**config.mk**
```make
export PLATFORM = sky130hd
export DESIGN_NAME = ascon_host_ctrl
export DESIGN_NICKNAME = d
export VERILOG_FILES = /design/src/rtl/ascon_pack.sv /design/src/rtl/ascon_watchdog.sv /design/src/rtl/ascon_host_ctrl.sv
export SDC_FILE = /design/constraint.sdc
export NUM_CORES = 2
export LEC_CHECK = 0
export CAP_MARGIN = 0
export CORE_AREA = 4 4 743 745
export DETAILED_ROUTE_END_ITERATION = 16
export DIE_AREA = 0 0 747 749
export SYNTH_ARGS = -nofsm -noshare
export SYNTH_HDL_FRONTEND = slang
export SYNTH_SLANG_ARGS = --single-unit
export TNS_END_PERCENT = 10
```
**constraint.sdc**
```tcl
create_clock -name clock_i -period 6.19 [get_ports clock_i]
set_clock_uncertainty 0.05 [all_clocks]
set_input_delay 0.9285 -clock clock_i [delete_from_list [all_inputs] [get_ports clock_i]]
set_output_delay 0.9285 -clock clock_i [all_outputs]
set_load 0.01 [all_outputs]
```
**src/rtl/ascon_pack.sv**
```systemverilog
// Shared types and constants for the Ascon host-side sequencer.
package ascon_pack;

    localparam int HOST_TIMEOUT_DEFAULT = 256;
    localparam int HOST_NB_PT           = 3;

    typedef enum logic [3:0] {
        IDLE      = 4'd0,
        START     = 4'd1,
        WAIT_INIT = 4'd2,
        SEND_AD   = 4'd3,
        WAIT_AD   = 4'd4,
        SEND_P1   = 4'd5,
        WAIT_P1   = 4'd6,
        SEND_P2   = 4'd7,
        WAIT_P2   = 4'd8,
        SEND_P3   = 4'd9,
        WAIT_END  = 4'd10,
        DONE      = 4'd11,
        ERROR     = 4'd12
    } host_state_t;

    typedef logic [HOST_NB_PT-1:0][127:0] host_blk3_t;

    function automatic logic is_wait_state(input host_state_t s);
        case (s)
            WAIT_INIT, WAIT_AD, WAIT_P1, WAIT_P2, WAIT_END: is_wait_state = 1'b1;
            default:                                        is_wait_state = 1'b0;
        endcase
    endfunction

endpackage

```
**src/rtl/ascon_watchdog.sv**
```systemverilog
// Loadable up/down counter with clear, enable and a registered terminal-count flag.
module ascon_watchdog #(
    parameter int W = 9
) (
    input  logic         clock_i,
    input  logic         resetb_i,
    input  logic         clr_i,
    input  logic         load_i,
    input  logic [W-1:0] load_val_i,
    input  logic         en_i,
    input  logic         up_i,
    input  logic [W-1:0] tc_val_i,
    output logic         tc_o
);

    localparam logic [W-1:0] ONE = {{(W-1){1'b0}}, 1'b1};

    logic [W-1:0] cnt_r;
    logic [W-1:0] cnt_nxt_s;
    logic         tc_r;

    // Next count: clear has priority over load, load over counting.
    always_comb begin
        cnt_nxt_s = cnt_r;
        if (clr_i) begin
            cnt_nxt_s = {W{1'b0}};
        end else if (load_i) begin
            cnt_nxt_s = load_val_i;
        end else if (en_i) begin
            if (up_i) begin
                cnt_nxt_s = cnt_r + ONE;
            end else begin
                cnt_nxt_s = cnt_r - ONE;
            end
        end else begin
            cnt_nxt_s = cnt_r;
        end
    end

    // Count register; tc is registered from the next count so it tracks cnt_r exactly.
    always_ff @(posedge clock_i) begin
        if (!resetb_i) begin
            cnt_r <= {W{1'b0}};
            tc_r  <= 1'b0;
        end else begin
            cnt_r <= cnt_nxt_s;
            tc_r  <= (cnt_nxt_s == tc_val_i);
        end
    end

    assign tc_o = tc_r;

endmodule

```
**src/rtl/ascon_host_ctrl.sv**
```systemverilog
// Host sequencer: feeds one AD block and three plaintext blocks to the Ascon core,
// collects ciphertext and tag, and aborts on a stalled core.
module ascon_host_ctrl
    import ascon_pack::*;
#(
    parameter int TIMEOUT_CYCLES = HOST_TIMEOUT_DEFAULT,
    parameter int NB_PT          = HOST_NB_PT
) (
    input  logic         clock_i,
    input  logic         resetb_i,
    input  logic         go_i,
    input  logic [127:0] key_i,
    input  logic [127:0] nonce_i,
    input  logic [127:0] ad_i,
    input  logic [383:0] pt_i,
    output logic         start_o,
    output logic [127:0] key_o,
    output logic [127:0] nonce_o,
    output logic [127:0] data_o,
    output logic         data_valid_o,
    input  logic         cipher_valid_i,
    input  logic [127:0] cipher_i,
    input  logic         end_initialisation_i,
    input  logic         end_associate_i,
    input  logic         end_cipher1_i,
    input  logic         end_cipher2_i,
    input  logic         end_i,
    input  logic [127:0] tag_i,
    output logic [383:0] ct_o,
    output logic [127:0] tag_o,
    output logic         busy_o,
    output logic         done_o,
    output logic         timeout_o,
    output logic         extra_ct_o
);

    localparam int              WD_W  = $clog2(TIMEOUT_CYCLES + 1);
    localparam logic [WD_W-1:0] WD_TC = WD_W'(TIMEOUT_CYCLES - 1);

    host_state_t  state_r, next_state_s;
    logic         exp_pulse_s, wd_clr_s, wd_en_s, wd_tc_s, go_acc_s;
    logic         start_s, dv_s, busy_s, done_s;
    logic [127:0] data_s;
    logic         start_r, dv_r, busy_r, done_r, timeout_r, extra_r;
    logic [127:0] data_r, key_r, nonce_r, ad_r, tag_r;
    host_blk3_t   pt_r, ct_r;
    logic [1:0]   ct_cnt_r;

    assign go_acc_s = (state_r == IDLE) && go_i;
    assign wd_clr_s = is_wait_state(next_state_s) && (next_state_s != state_r);
    assign wd_en_s  = is_wait_state(state_r);

    ascon_watchdog #(.W(WD_W)) u_watchdog (
        .clock_i    (clock_i),
        .resetb_i   (resetb_i),
        .clr_i      (wd_clr_s),
        .load_i     (1'b0),
        .load_val_i ({WD_W{1'b0}}),
        .en_i       (wd_en_s),
        .up_i       (1'b1),
        .tc_val_i   (WD_TC),
        .tc_o       (wd_tc_s)
    );

    // State register.
    always_ff @(posedge clock_i) begin
        if (!resetb_i) begin
            state_r <= IDLE;
        end else begin
            state_r <= next_state_s;
        end
    end

    // Next state; in a WAIT state the expected pulse beats the watchdog.
    always_comb begin
        next_state_s = state_r;
        exp_pulse_s  = 1'b0;
        case (state_r)
            IDLE:      next_state_s = go_i ? START : IDLE;
            START:     next_state_s = WAIT_INIT;
            WAIT_INIT: exp_pulse_s  = end_initialisation_i;
            SEND_AD:   next_state_s = WAIT_AD;
            WAIT_AD:   exp_pulse_s  = end_associate_i;
            SEND_P1:   next_state_s = WAIT_P1;
            WAIT_P1:   exp_pulse_s  = end_cipher1_i;
            SEND_P2:   next_state_s = WAIT_P2;
            WAIT_P2:   exp_pulse_s  = end_cipher2_i;
            SEND_P3:   next_state_s = WAIT_END;
            WAIT_END:  exp_pulse_s  = end_i;
            DONE:      next_state_s = IDLE;
            ERROR:     next_state_s = IDLE;
            default:   next_state_s = IDLE;
        endcase
        if (is_wait_state(state_r)) begin
            if (exp_pulse_s) begin
                next_state_s = host_state_t'(state_r + 4'd1);
            end else if (wd_tc_s) begin
                next_state_s = ERROR;
            end else begin
                next_state_s = state_r;
            end
        end else begin
            next_state_s = next_state_s;
        end
    end

    // Outputs decoded from the next state so the registered copies align with the state.
    always_comb begin
        start_s = (next_state_s == START);
        busy_s  = (next_state_s != IDLE) && (next_state_s != DONE) && (next_state_s != ERROR);
        done_s  = (next_state_s == DONE);
        dv_s    = 1'b1;
        data_s  = data_r;
        case (next_state_s)
            SEND_AD: data_s = ad_r;
            SEND_P1: data_s = pt_r[0];
            SEND_P2: data_s = pt_r[1];
            SEND_P3: data_s = pt_r[2];
            default: begin
                dv_s   = 1'b0;
                data_s = data_r;
            end
        endcase
    end

    // Registered control outputs and data bus.
    always_ff @(posedge clock_i) begin
        if (!resetb_i) begin
            start_r <= 1'b0;
            dv_r    <= 1'b0;
            busy_r  <= 1'b0;
            done_r  <= 1'b0;
            data_r  <= 128'd0;
        end else begin
            start_r <= start_s;
            dv_r    <= dv_s;
            busy_r  <= busy_s;
            done_r  <= done_s;
            data_r  <= data_s;
        end
    end

    // Message latch, ciphertext/tag capture and sticky flags.
    always_ff @(posedge clock_i) begin
        if (!resetb_i) begin
            key_r     <= 128'd0;
            nonce_r   <= 128'd0;
            ad_r      <= 128'd0;
            pt_r      <= 384'd0;
            ct_r      <= 384'd0;
            tag_r     <= 128'd0;
            ct_cnt_r  <= 2'd0;
            timeout_r <= 1'b0;
            extra_r   <= 1'b0;
        end else if (go_acc_s) begin
            key_r     <= key_i;
            nonce_r   <= nonce_i;
            ad_r      <= ad_i;
            pt_r      <= pt_i;
            ct_r      <= 384'd0;
            tag_r     <= 128'd0;
            ct_cnt_r  <= 2'd0;
            timeout_r <= 1'b0;
            extra_r   <= 1'b0;
        end else begin
            if ((state_r != IDLE) && cipher_valid_i) begin
                if (ct_cnt_r < 2'(NB_PT)) begin
                    ct_r[ct_cnt_r] <= cipher_i;
                    ct_cnt_r       <= ct_cnt_r + 2'd1;
                end else begin
                    extra_r <= 1'b1;
                end
            end
            if ((state_r == WAIT_END) && end_i) begin
                tag_r <= tag_i;
            end
            if (next_state_s == ERROR) begin
                timeout_r <= 1'b1;
            end
        end
    end

    assign start_o      = start_r;
    assign data_valid_o = dv_r;
    assign data_o       = data_r;
    assign busy_o       = busy_r;
    assign done_o       = done_r;
    assign key_o        = key_r;
    assign nonce_o      = nonce_r;
    assign ct_o         = ct_r;
    assign tag_o        = tag_r;
    assign timeout_o    = timeout_r;
    assign extra_ct_o   = extra_r;

endmodule
```
* After elaboration in Yosys (flattened, before gate mapping)
Cells that the tools add are included. Widths: inputs -> output; s select.
Storage, ports and cells: register bits after elaboration 1430
Operators by class: add/subtract/negate cells 3, magnitude comparators 3, eq/ne operators 26, mux-type cells 15, bitwise logic cells 2, reductions and logical operators 17
Operators with widths (count):
- $pmux 128 s4 | 1
- $bwmux 384 | 1
- $demux 128 s2 | 1
- $mux 128 | 1
- $eq 4x3->1 const B | 8
- $eq 4x4->1 const B | 8
- $pmux 4 s7 | 1
- $mux 9 | 2
- $eq 4x2->1 const B | 4
- $mux 4 | 3
- $reduce_bool 4->1 | 3
- $reduce_or 5->1 | 2
- $add 9x1->9 const B | 1
- $eq 9x8->1 const B | 1
- $eq 4x1->1 const B | 2
- $ne 4x4->1 const B | 2
- $logic_and 1x1->1 | 7
- $pmux 1 s5 | 1
- $add 4x1->4 const B | 1
- $logic_not 4->1 | 1
- $mux 1 | 4
- $ne 4x4->1 | 1
- $reduce_and 2->1 | 2
- $reduce_or 4->1 | 1
- 6 further kinds | 7

* Logic depth before layout (Yosys ltp)
depth after elaboration 10, mapped depth 14, gate-level depth less buffers 9

* Modules after synthesis
A second synthesis with hierarchy kept.
Unflattened totals: cells, all modules 6699, area, all modules 52905.7 µm²
By module, submodules not included:
- ascon_host_ctrl | times used 1, cells an instance 6543, area each 51695.8 µm², seq. area each 28427.3 µm²
- ascon_watchdog | times used 1, cells an instance 156, area each 1209.9 µm², seq. area each 200.2 µm²

* Worst setup path after synthesis
No wires, ideal clock.
path type input port to flip-flop, start in end_i, end reg u_watchdog.tc_r (netlist: u_watchdog.tc_o), arrival 2.994 ns, setup slack 2.991 ns, cell stages on the path 8, path through a22o_1 -> a2111o_1 -> o21ai_1 -> or3_1 -> buf_2 -> nor2_1 -> a2111oi_2 -> nor3_1
On the way: cells in the longest elaborated chain, start to end 9
RTL lines:
- start: declaration | line ascon_host_ctrl.sv:27 | input logic end_i,
- $pmux 1 s5 * | line ascon_host_ctrl.sv:78 | case (state_r)
- $mux 4 * | line ascon_host_ctrl.sv:95 | if (exp_pulse_s) begin
- $mux 4 * | line ascon_host_ctrl.sv:94 | if (is_wait_state(state_r)) begin
- $eq 4x2->1, or another cell as far along | line ascon_pack.sv:26 | case (s)
- $reduce_or 5->1 | line ascon_pack.sv:26
- $mux 1 | line ascon_pack.sv:26
- $logic_and 1x1->1 * | line ascon_host_ctrl.sv:50 | assign wd_clr_s = is_wait_state(next_state_s) && (next_state_s != state_r);
- $mux 9 * | line ascon_watchdog.sv:25 | if (clr_i) begin
- $eq 9x8->1 * | line ascon_watchdog.sv:47 | tc_r <= (cnt_nxt_s == tc_val_i);
- end signal: assignment | line ascon_watchdog.sv:47
- end: declaration | line ascon_watchdog.sv:20 | logic tc_r;
Every way passes the cells marked *; elsewhere a longest branch is shown, timed or not. A chain may end at the register's enable or synchronous reset.

* Worst setup path in the final report
start reg state_r[0], end reg data_r[63] (netlist: data_o[63])
On the way: cells in the longest elaborated chain, start to end 6
RTL lines:
- start: declaration | line ascon_host_ctrl.sv:40 | host_state_t state_r, next_state_s;
- start signal: assignment | line ascon_host_ctrl.sv:70 | state_r <= next_state_s;
- $eq 4x4->1, or another cell as far along | line ascon_pack.sv:26, ascon_host_ctrl.sv:78
- $reduce_or 5->1 (no line) / $pmux 1 s5 (equally long branches)
- $pmux 4 s7, or another cell as far along | line ascon_host_ctrl.sv:78
- $mux 4 * | line ascon_host_ctrl.sv:94
- $eq 4x4->1, or another cell as far along | line ascon_host_ctrl.sv:114 | case (next_state_s)
- $pmux 128 s4 / $reduce_bool 4->1 (equally long branches)
- end signal: assignment | line ascon_host_ctrl.sv:139 | data_r <= data_s;
- end: declaration | line ascon_host_ctrl.sv:45 | logic [127:0] data_r, key_r, nonce_r, ad_r, tag_r;
Marked as above.

==> results by group <==
Job
  – Max-cap violation count: 0

Synthesis
  – Syn_nets: 7895
  – Post-synth EDFFs: 0
  – Yosys cell types: 62
  – Synth async-reset ratio: 0%
  – Post-Synthesis Cell Area: 52900 um^2
  – Ys Warns: 0
  – Synth area leader: dfxtp_1
  – Most used DFF post-synth: dfxtp_1
  – Top cell type's share of synthesized area: 54.1%
  – Post-Synthesis Cells: 6853
  – Seq/Total Area, Yosys: 54.1%
  – Most area-consuming cells after synthesis: dfxtp_1 54%, nand2_1 19%, a21oi_1 13%
  – Yosys reg bits: 1430
  – Syn_area_per_cell: 7.72 um^2

Final layout
  – Final nets: 9525
  – Commonest cells after routing, fill and taps aside: 2680 x nand2_1, 1923 x clkdlybuf4s50_1, 1430 x dfxtp_1, 1385 x a21oi_1, 185 x clkbuf_16
  – P&R area growth vs syn: 64.3%
  – Filler Cells Inserted: 62000
  – Commonest non-fill, non-tap cell in the layout: nand2_1
  – Layout cells sized above 1: 5.37%

Die
  – Ports: 1935
  – Starting density of the core: 9.72%
  – Die W: 747 um
  – Core footprint: 545000 um^2
  – Area of the die: 560000 um^2
  – Cell Rows: 271
  – DIE HEIGHT: 749 um

Setup path
  – Setup crit start kind: flop
  – Crit path max fanout: 51
  – Crit Path Category: reg2reg
  – CP arrival: 5.72 ns
  – CP Data Required Time: 6.86 ns
  – Critical Path End Type: flop

Timing
  – Fin. max-slew vios: 0
  – Unrepaired setup endpoints after global routing: false
  – Setup violators final: 0
  – F_max: 198 MHz
  – Min cycle time layout: 5.05 ns
  – Setup TNS Final: 0 ns
  – Slew headroom: 17.1%
  – Final hold violations: 0
  – Final worst slack: 1.14 ns
  – Worst-Margin Slew: 1.24 ns
  – Final period util: 81.6%

Clock network
  – Hold_buf cts: 0
  – Clk sink count: 1430
  – Cts repair resizes: 0
  – Worst-Skew Late Latency: 0.91 ns
  – Num CTS Buffers: 185
  – CTS tree: done
  – Clock slew at reported path FFs: 0.06 ns
  – H-Tree Level Count: 4
  – Setup bufs post-CTS: 0
  – Root Driver: clkbuf_16
  – CTS Buffer Depth: 4

Global route
  – Largest net degree at the start of global routing: 215
  – First-pass GRT wire length: 572000 um
  – Initial antenna violation count: 373
  – Vias in the first global route: 54000
  – GRT Util Overall: 15.5%
  – GRT overflow: 0

Detailed routing
  – Routed wire per std cell: 28.5 um
  – Initial DRT Pass Iterations: 8
  – Mean number of vias per cell: 3.59
  – Post-route DRC: 0
  – Wirelength, routed: 456000 um
  – Antenna viol nets, final: 0
  – Routed via count: 57400
  – First-iteration detailed-routing DRC count: 4969

Power and ir drop
  – Power Internal: 22.6 mW
  – Leak: 28.1 nW
  – Switching share of power: 42.0%
  – Power Dens Cells: 447 nW/um^2
  – Sequential share of power: 31.7%
  – Gate power share: 38.9%
  – Total net switching power: 16.3 mW
  – Max IR drop VDD: 0.551 mV
  – Clk network pwr share: 29.4%

Worst hold path
  – Tightest Hold Check Type: reg2reg

Place
  – DP Worst Slack: 0.946 ns
  – Detailed placement HPWL: 376000 um
  – GP Congestion: 0.918
  – Port bufs: 1934

Status
  – Status: finished clean
sequential cells by signal, summed over array words and instances, names as in the netlist, 2 cells and up:
register and count:
ad_r 128, pt_r 384, ct_cnt_r 2, data_o 128
tag_o 128, nonce_o 128, state_r 4, key_o 128
u_watchdog.cnt_r 9, ct_o 384
final cells by class:
| type | instances | area [um^2] | area share (%) |
|---|---|---|---|
| flip-flops and latches | 1430 | 28600 | 32.9 |
| multi-input cells | 4744 | 21900 | 25.2 |
| inverters | 107 | 409 | 0.471 |
| clock buffers | 259 | 5310 | 6.11 |
| repair buffers | 2015 | 20300 | 23.3 |
| well taps | 7234 | 9050 | 10.4 |
| diodes | 149 | 373 | 0.429 |
| clock inverters | 72 | 1000 | 1.15 |
synth_stat cells (all sizes together) (2+ instances only):
cell type,number
nand2,2687
dfxtp,1430
a21oi,1385
clkbuf,503
o21ai,159
nor3,112
inv,107
a221oi,100
o22ai,100
buf,69
mux2i,30
a2bb2oi,29
o221a,28
nor2,20
nand3,12
ha,9
and2,6
and3,6
xnor2,6
nand4,5
a2111oi,4
a31oi,4
xor2,4
o21a,3
a2111o,2
a211o,2
a211oi,2
a22oi,2
nand3b,2
nor2b,2
o211ai,2
through the flow:
step	std cells	utilization, %	hold slack [ns]	cell area [um^2]	power [mW]
after global placement	15500	14.7	0.390	80300	27.8
after global routing	15900	15.9	0.415	86700	40.9
after CTS	15900	15.9	0.371	86600	39.6
after detailed placement	15500	14.7	0.394	80300	27.9
after floorplan	6853	-	0.383	52900	19.7
final	16000	16.0	0.402	86900	38.9
cells by family (layout without fill, tap and decap cells):
family,after synthesis,count (layout),synth area share (%)
compound gates,1834,1834,19.2
mux,30,30,0.568
simple gates,2861,2861,20.8
buf+inv,679,2453,4.94
flops,1430,1430,54.1
other cells,0,149,0
fa+ha+maj,9,9,0.213
xor+xnor,10,10,0.166
critical path, stage by stage, from the launching register on:
cell and delay, ns:
dfxtp_1 0.36, inv_1 0.14, ha_1 0.59, nand2_1 0.21
a311o_1 0.46, a22oi_1 0.49, or3_4 0.74, nand3_1 0.40
nand3_4 0.55, buf_4 0.60, a221oi_1 0.19
worst paths after layout:
kind                   start          to  slack [ns]  depth (start not counted)
setup / recovery  state_r[0]  data_o[63]        1.14                         10
hold / removal     key_o[12]   key_o[12]        0.40                          2
setup reg to reg  state_r[0]  data_o[63]        1.14                         10
hold reg to reg    key_o[12]   key_o[12]        0.40                          2
routing by layer:
metal	track usage (%)	wire length [um]	up-vias
li1	-	-	26100
met1	16.4	166000	27500
met2	27.1	221000	2764
met3	7.19	49600	826
met4	5.03	18300	222
met5	0	1540	-
power groups by stage:
stage               Combinational, mW  Clock, mW  Sequential (mW)
finish                           15.1       11.4             12.3
global route                     16.3       12.1             12.5
CTS                              15.5       11.8             12.3
detailed placement               15.4          0             12.5
global placement                 15.3          0             12.5
floorplan                        7.51          0             12.2
No activity file was read; power rests on OpenSTA's default activity.
